## config.mk

```make
export PLATFORM = sky130hd
export DESIGN_NAME = dmem_arbiter
export DESIGN_NICKNAME = d
export VERILOG_FILES = /design/src/rtl/dmem_pkg.sv /design/src/rtl/dmem_arb_starve_cnt.sv /design/src/rtl/dmem_arbiter.sv
export SDC_FILE = /design/constraint.sdc
export NUM_CORES = 1
export LEC_CHECK = 0
export ABC_AREA = 1
export CORE_AREA = 2 2 122 124
export DETAILED_ROUTE_END_ITERATION = 8
export DIE_AREA = 0 0 124 126
export PLACE_DENSITY = 0.74
export SLEW_MARGIN = 20
export SYNTH_ARGS = -nofsm -noshare
export SYNTH_HDL_FRONTEND = slang
export SYNTH_SLANG_ARGS = --single-unit
```

## constraint.sdc

```tcl
create_clock -name i_clk -period 3.1 [get_ports i_clk]
set_clock_uncertainty 0.05 [all_clocks]
set_input_delay 0.93 -clock i_clk [delete_from_list [all_inputs] [get_ports i_clk]]
set_output_delay 0.93 -clock i_clk [all_outputs]
set_load 0.005 [all_outputs]
```

## src/rtl/dmem_pkg.sv

```systemverilog
// dmem_pkg: shared types for the data-memory arbiter.
//   arb_state_e - arbiter FSM states (normal CORE priority / forced DMA slot)
//   owner_e     - which requester a pending read belongs to
//   req_t       - one requester's access fields
//   DMEM_RD_LAT - SRAM read latency in cycles (grant to Q valid)
package dmem_pkg;

    typedef enum logic {PRI_CORE = 1'b0, FORCE_DMA = 1'b1} arb_state_e;

    typedef enum logic {OWN_CORE = 1'b0, OWN_DMA = 1'b1} owner_e;

    typedef struct packed {
        logic        req;
        logic        we;
        logic [31:0] addr;
        logic [31:0] wdata;
        logic [3:0]  size;
    } req_t;

    localparam int DMEM_RD_LAT = 1;

endpackage

```

## src/rtl/dmem_arb_starve_cnt.sv

```systemverilog
// dmem_arb_starve_cnt: saturating count of consecutive DMA refusals.
//   i_clk, i_rst - clock, async active-high reset
//   i_inc        - DMA requested and was refused this cycle
//   i_clr        - DMA granted, idle, or the forced slot is being served
//   o_at_limit   - counter sits at MAX_WAIT-1; one more refusal must force DMA
module dmem_arb_starve_cnt #(
    parameter int MAX_WAIT = 4,
    parameter int WAIT_W   = 4
) (
    input  logic i_clk,
    input  logic i_rst,
    input  logic i_inc,
    input  logic i_clr,
    output logic o_at_limit
);

    logic [WAIT_W-1:0] wait_cnt;

    assign o_at_limit = (wait_cnt == WAIT_W'(MAX_WAIT - 1));

    // Saturates rather than wraps so a long refusal streak never looks short.
    always_ff @(posedge i_clk or posedge i_rst) begin
        if (i_rst)
            wait_cnt <= '0;
        else if (i_clr)
            wait_cnt <= '0;
        else if (i_inc && !o_at_limit)
            wait_cnt <= wait_cnt + 1'b1;
    end

endmodule

```

## src/rtl/dmem_arbiter.sv

```systemverilog
// dmem_arbiter: shares the single-port data SRAM between CORE and DMA.
//   CORE has fixed priority; after MAX_WAIT consecutive DMA refusals the
//   next cycle is reserved for DMA. Grants are combinational; read data
//   returns DMEM_RD_LAT cycles later with rvalid on the issuing port only.
// Ports:
//   i_clk, i_rst                      - clock, async active-high reset
//   i_core_* / o_core_*               - CORE request, grant, read return
//   i_dma_*  / o_dma_*                - DMA request, grant, read return
//   o_mem_*                           - SRAM address/data/mask/enables
//   i_mem_rd_data                     - SRAM Q, valid the cycle after a read
// Build option DMEM_ARB_PERF_EN adds grant/stall counters and the
//   o_perf_core_gnt_cnt / o_perf_dma_stall_cnt ports.
module dmem_arbiter
    import dmem_pkg::*;
#(
    parameter int MEM_ADDR_WIDTH = 12,
    parameter int MAX_WAIT       = 4,
    parameter int WAIT_W         = 4
) (
    input  logic        i_clk,
    input  logic        i_rst,
    input  logic        i_core_req,
    input  logic        i_core_we,
    input  logic [31:0] i_core_addr,
    input  logic [31:0] i_core_wdata,
    input  logic [3:0]  i_core_size,
    output logic        o_core_gnt,
    output logic        o_core_rvalid,
    output logic [31:0] o_core_rdata,
    input  logic        i_dma_req,
    input  logic        i_dma_we,
    input  logic [31:0] i_dma_addr,
    input  logic [31:0] i_dma_wdata,
    input  logic [3:0]  i_dma_size,
    output logic        o_dma_gnt,
    output logic        o_dma_rvalid,
    output logic [31:0] o_dma_rdata,
    output logic [31:0] o_mem_addr,
    output logic [31:0] o_mem_wr_data,
    output logic [3:0]  o_mem_size,
    output logic        o_mem_write,
    output logic        o_mem_read,
    input  logic [31:0] i_mem_rd_data
`ifdef DMEM_ARB_PERF_EN
    ,
    output logic [31:0] o_perf_core_gnt_cnt,
    output logic [31:0] o_perf_dma_stall_cnt
`endif
);

    arb_state_e state, state_nxt;
    logic       core_gnt, dma_gnt;
    logic       at_limit;
    req_t       core_r, dma_r, mem_r;

    assign core_r = '{req: i_core_req, we: i_core_we, addr: i_core_addr,
                      wdata: i_core_wdata, size: i_core_size};
    assign dma_r  = '{req: i_dma_req, we: i_dma_we, addr: i_dma_addr,
                      wdata: i_dma_wdata, size: i_dma_size};

    // ---------------- arbitration FSM ----------------
    always_ff @(posedge i_clk or posedge i_rst) begin
        if (i_rst)
            state <= PRI_CORE;
        else
            state <= state_nxt;
    end

    always_comb begin
        state_nxt = state;
        core_gnt  = 1'b0;
        dma_gnt   = 1'b0;
        if (!i_rst) begin
            unique case (state)
                PRI_CORE: begin
                    if (i_core_req)
                        core_gnt = 1'b1;
                    else if (i_dma_req)
                        dma_gnt = 1'b1;
                    // Refused again while already at the limit: reserve next cycle.
                    if (i_core_req && i_dma_req && at_limit)
                        state_nxt = FORCE_DMA;
                end
                FORCE_DMA: begin
                    // CORE is stalled; if DMA has gone away the slot is simply lost.
                    dma_gnt   = i_dma_req;
                    state_nxt = PRI_CORE;
                end
                default: state_nxt = PRI_CORE;
            endcase
        end
    end

    assign o_core_gnt = core_gnt;
    assign o_dma_gnt  = dma_gnt;

    dmem_arb_starve_cnt #(
        .MAX_WAIT (MAX_WAIT),
        .WAIT_W   (WAIT_W)
    ) u_starve (
        .i_clk      (i_clk),
        .i_rst      (i_rst),
        .i_inc      (i_dma_req && !dma_gnt && state == PRI_CORE),
        .i_clr      (!i_dma_req || dma_gnt || state == FORCE_DMA),
        .o_at_limit (at_limit)
    );

    // ---------------- memory mux ----------------
    always_comb begin
        mem_r = '0;
        if (core_gnt)
            mem_r = core_r;
        else if (dma_gnt)
            mem_r = dma_r;
    end

    // SRAM only decodes the low MEM_ADDR_WIDTH bits; the rest ride along untouched.
    assign o_mem_addr    = {mem_r.addr[31:MEM_ADDR_WIDTH], mem_r.addr[MEM_ADDR_WIDTH-1:0]};
    assign o_mem_wr_data = mem_r.wdata;
    assign o_mem_size    = mem_r.size;
    assign o_mem_write   = mem_r.req & mem_r.we;
    assign o_mem_read    = mem_r.req & ~mem_r.we;

    // ---------------- read return ----------------
    // vld_pipe/own_pipe track an issued read until its SRAM data is on Q.
    logic [DMEM_RD_LAT:1] vld_pipe;
    logic [DMEM_RD_LAT:1] own_pipe;
    logic                 rd_done;
    owner_e               rd_owner;
    logic [31:0]          core_rdata_q, dma_rdata_q;

    always_ff @(posedge i_clk or posedge i_rst) begin
        if (i_rst) begin
            vld_pipe <= '0;
            own_pipe <= '0;
        end else begin
            vld_pipe <= (vld_pipe << 1) | DMEM_RD_LAT'(o_mem_read);
            own_pipe <= (own_pipe << 1) | DMEM_RD_LAT'(dma_gnt);
        end
    end

    assign rd_done       = vld_pipe[DMEM_RD_LAT];
    assign rd_owner      = owner_e'(own_pipe[DMEM_RD_LAT]);
    assign o_core_rvalid = rd_done && rd_owner == OWN_CORE;
    assign o_dma_rvalid  = rd_done && rd_owner == OWN_DMA;

    // Q is only valid in the return cycle; each port keeps its last word after.
    always_ff @(posedge i_clk or posedge i_rst) begin
        if (i_rst) begin
            core_rdata_q <= '0;
            dma_rdata_q  <= '0;
        end else begin
            if (o_core_rvalid) core_rdata_q <= i_mem_rd_data;
            if (o_dma_rvalid)  dma_rdata_q  <= i_mem_rd_data;
        end
    end

    assign o_core_rdata = o_core_rvalid ? i_mem_rd_data : core_rdata_q;
    assign o_dma_rdata  = o_dma_rvalid  ? i_mem_rd_data : dma_rdata_q;

`ifdef DMEM_ARB_PERF_EN
    // ---------------- performance counters (wrap at 2^32) ----------------
    logic [31:0] core_grants, dma_grants, dma_forced, dma_stalls;

    always_ff @(posedge i_clk or posedge i_rst) begin
        if (i_rst) begin
            core_grants <= '0;
            dma_grants  <= '0;
            dma_forced  <= '0;
            dma_stalls  <= '0;
        end else begin
            core_grants <= core_grants + 32'(core_gnt);
            dma_grants  <= dma_grants  + 32'(dma_gnt);
            dma_forced  <= dma_forced  + 32'(dma_gnt && state == FORCE_DMA);
            dma_stalls  <= dma_stalls  + 32'(i_dma_req && !dma_gnt);
        end
    end

    assign o_perf_core_gnt_cnt  = core_grants;
    assign o_perf_dma_stall_cnt = dma_stalls;
`endif

endmodule

```

==> metrics.md <==
| Metric | Value |
|---|---|
| Status | `finished clean` |
| Arrival @ worst endpoint | `2.08 ns` |
| Routed WL | `16.9 mm` |
| Power Total | `between 3000 and 4000 uW` |
| Relative slew slack | `0.763` |
| Final Wtd Congestion | `between 0.8 and 0.9` |
| Fin. max-slew vios | `0` |
| GR Util All Layers | `0.209` |
| Initial antenna violation count | `2` |
| R2R cell count | `7` |
| Critical path's largest stage delay | `0.54 ns` |
| Synth-to-layout area growth | `116%` |
| Register bit total from synthesis | `a little over 70` |
| R2R Setup Slk | `1.67 ns` |
| Top-area cell type share of the netlist area | `0.473` |
| # DRC | `0` |
| Clock latency on the worst-skew pair | `0.33 ns` |
| Synth warn | `0` |
| Number of buffers and inverters on the critical path | `4` |
| R2R Path End | `u_starve.wait_cnt[2]` |
| Placement Rows | `between 40 and 50` |
| Max-cap viol count | `0` |
| Placed Cells | `1022` |
| Syn avg cell area | `roughly 7.5 um2` |
| Cell chosen for the clock root | `clkbuf_16` |
| Wire per inst | `15.7 um` |
| First-pass GRT wire length | `24.4 mm` |
| Placement-stage worst setup slack | `-0.632 ns` |
| Vias in the first global route | `around 4500` |
| CTS Hold Buffers Added | `0` |
| Crit path max-delay family | `buffers and inverters` |
| Diode count | `0` |
| WS Path Type | `in -> out` |
| Most common cell after layout, fill and taps aside | `nand2_1` |
| Finish-stage setup viols | `0` |
| Nets | `about 1100` |
| Max Clk Rate | `327 MHz` |
| Period utilization | `0.987` |
| Core Area | `14300 um2` |
| Worst Hold End | `dma_rdata_q[9]` |
| DR vias | `4638` |
| Final non-filler cell total | `1074` |
| Power Dens Cells | `434 nW/um2` |
| Peak supply drop | `0.000206 V` |
| Gr ovfl total | `0` |
| Main area contributors after synthesis | `dfrtp_1 (47%), nand2_1 (27%), o21ai_2 (5.4%)` |
| Reg-to-reg startpoint | `state` |
| PortBufs | `roughly 310` |
| H-tree levels | `3` |
| Pin count of the biggest net entering global routing | `66` |
| Final worst slack | `0.0403 ns` |
| Crit Path Max Fanout | `10` |
| Leakage power | `0.00436 uW` |
| Most frequent cells in the layout | `nand2_1 (271), clkdlybuf4s50_1 (173), dlygate4sd2_1 (78)` |
| Clock transition at path regs | `about 0.050 ns` |
| Die ar. | `15600 um2` |
| Io pins | `~310` |
| Syn_nets | `679` |
| CTS tree | `done` |
| Starting DRT DRC Count | `265` |
| Die Ht | `126 um` |
| Crit path top cell by count | `buf_4` |
| Fillers | `1267` |
| Hold Startpoint | `dma_rdata_q[9]` |
| Worst path slowest cell | `clkdlybuf4s50_1` |
| Clock Tree Buf Depth | `2` |
| Initial Utilization | `0.263` |
| Hold Path Class | `reg -> reg` |
| Detailed-router iteration count before antenna repair | `4` |
| Syn Std Cell Area | `3760 um2` |
| Hold Path Stages | `2` |
| Area leader, netlist | `dfrtp_1` |
| Post-Syn Instances | `504` |
| Startpoint class of the critical path | `primary input` |
| CTS buffer count | `9` |
| Final hold vios | `0` |
| Worst slew pin tran | `approximately 0.35 ns` |
| Final HPWL DP | `roughly 12 mm` |
| Chip width | `124 um` |
| Critical path capture point type | `output port` |
| Yosys cell types | `26` |
| Crit path cell chain | `buf_4 > nand2_4 > nor2_4 > buf_4 > buf_4 > clkdlybuf4s50_1` |
| Post-synthesis sequential area ratio | `0.473` |
| Fraction of layout cells with a size suffix above 1 | `0.210` |
| Number of routed nets with antenna violations | `0` |
| Final worst path period need | `3.06 ns` |
| Worst Path Required | `about 2.1 ns` |
| Via/cell ratio | `4.32` |
| CTS sink count | `71` |
-- worst max path at each step --
stage | startpoint | to | slack, ns | cells past startpoint
2_1_floorplan | i_rst | state | 0.29 | 2
5_1_grt | i_dma_req | o_mem_addr[6] | -0.01 | 10
3_5_place_dp | i_rst | o_mem_addr[12] | -0.63 | 8
4_1_cts | i_mem_rd_data[6] | o_dma_rdata[6] | -0.05 | 4
6_report | i_core_req | o_core_gnt | 0.04 | 6
3_3_place_gp | i_rst | o_mem_addr[3] | -0.58 | 8
-- kinds of logic (layout without fill, tap and decap cells) --
| group | count (synthesis) | after routing | synth area share |
|---|---|---|---|
| AOI/OAI and AO/OA | 67 | 67 | 0.113 |
| DFF | 71 | 71 | 0.473 |
| buffers and inverters | 70 | 456 | 0.102 |
| xor gates and xnor gates | 1 | 1 | 0.00233 |
| adders and majority gates | 1 | 1 | 0.00333 |
| and+or+nand+nor | 294 | 294 | 0.307 |
-- metrics by stage --
stage	util	hold WS (ns)	setup TNS [ns]	cell area [um2]
floorplan	-	0.406	0	3760
global placement	0.515	0.401	-42.21	7370
detailed placement	0.515	0.408	-43.59	7370
CTS	0.562	0.418	-0.171	8050
global route	0.566	0.426	-0.0619	8100
finish	0.566	0.413	0	8100
-- flip-flops by register name, summed over array words and instances (netlist names) --
register           flops
own_pipe               1
u_starve.wait_cnt      4
state                  1
rd_done                1
core_rdata_q          32
dma_rdata_q           32
-- worst min-delay path, delay by kind of cell (launching register included) --
kind,cells,cell delay (ns)
AND/OR/NAND/NOR,1,0.06
AO/OA/AOI/OAI,1,0.06
flip-flops,1,0.32
-- synthesized netlist by cell type, drive strengths merged --
cell and instances:
dfrtp 71, o22ai 1, o21ai 64, a21oi 2, ha 1, nand3 3
or2 2, nand4 4, buf 24, inv 42, nor2 7, clkbuf 4
nand2 278, xor2 1
-- layer usage --
| metal | routed length [um] | global-route usage | vias up |
|---|---|---|---|
| met3 | 1690 | 0.0747 | 25 |
| li1 | - | - | 2318 |
| met1 | 6370 | 0.236 | 2075 |
| met4 | 338 | 0.0595 | 4 |
| met2 | 8440 | 0.367 | 216 |
| met5 | 26 | 0 | - |
-- where the power goes --
group	total, uW	switching [uW]	internal [uW]
Clock	1020	377	648
Combinational	1320	536	782
Sequential	1170	52.2	1120
-- cell type report --
class,instances,area [um2],share of cell area
repair buffers,394,3880,0.478
repair inverters,4,50.0,0.00618
clock inverters,4,55.1,0.00680
inverters,42,170,0.0210
clock buffers,12,246,0.0304
well taps,184,230,0.0284
multi-input cells,363,1700,0.209
flip-flops and latches,71,1780,0.219
-- what timing repair did --
action	4_1_cts	5_1_grt
pin swaps	4	5
endpoints found under the setup margin	129	41
resized for setup	270	28
cloned	9	0
setup buffers	25	3
Note: power is estimated with default switching activity, not from simulation.
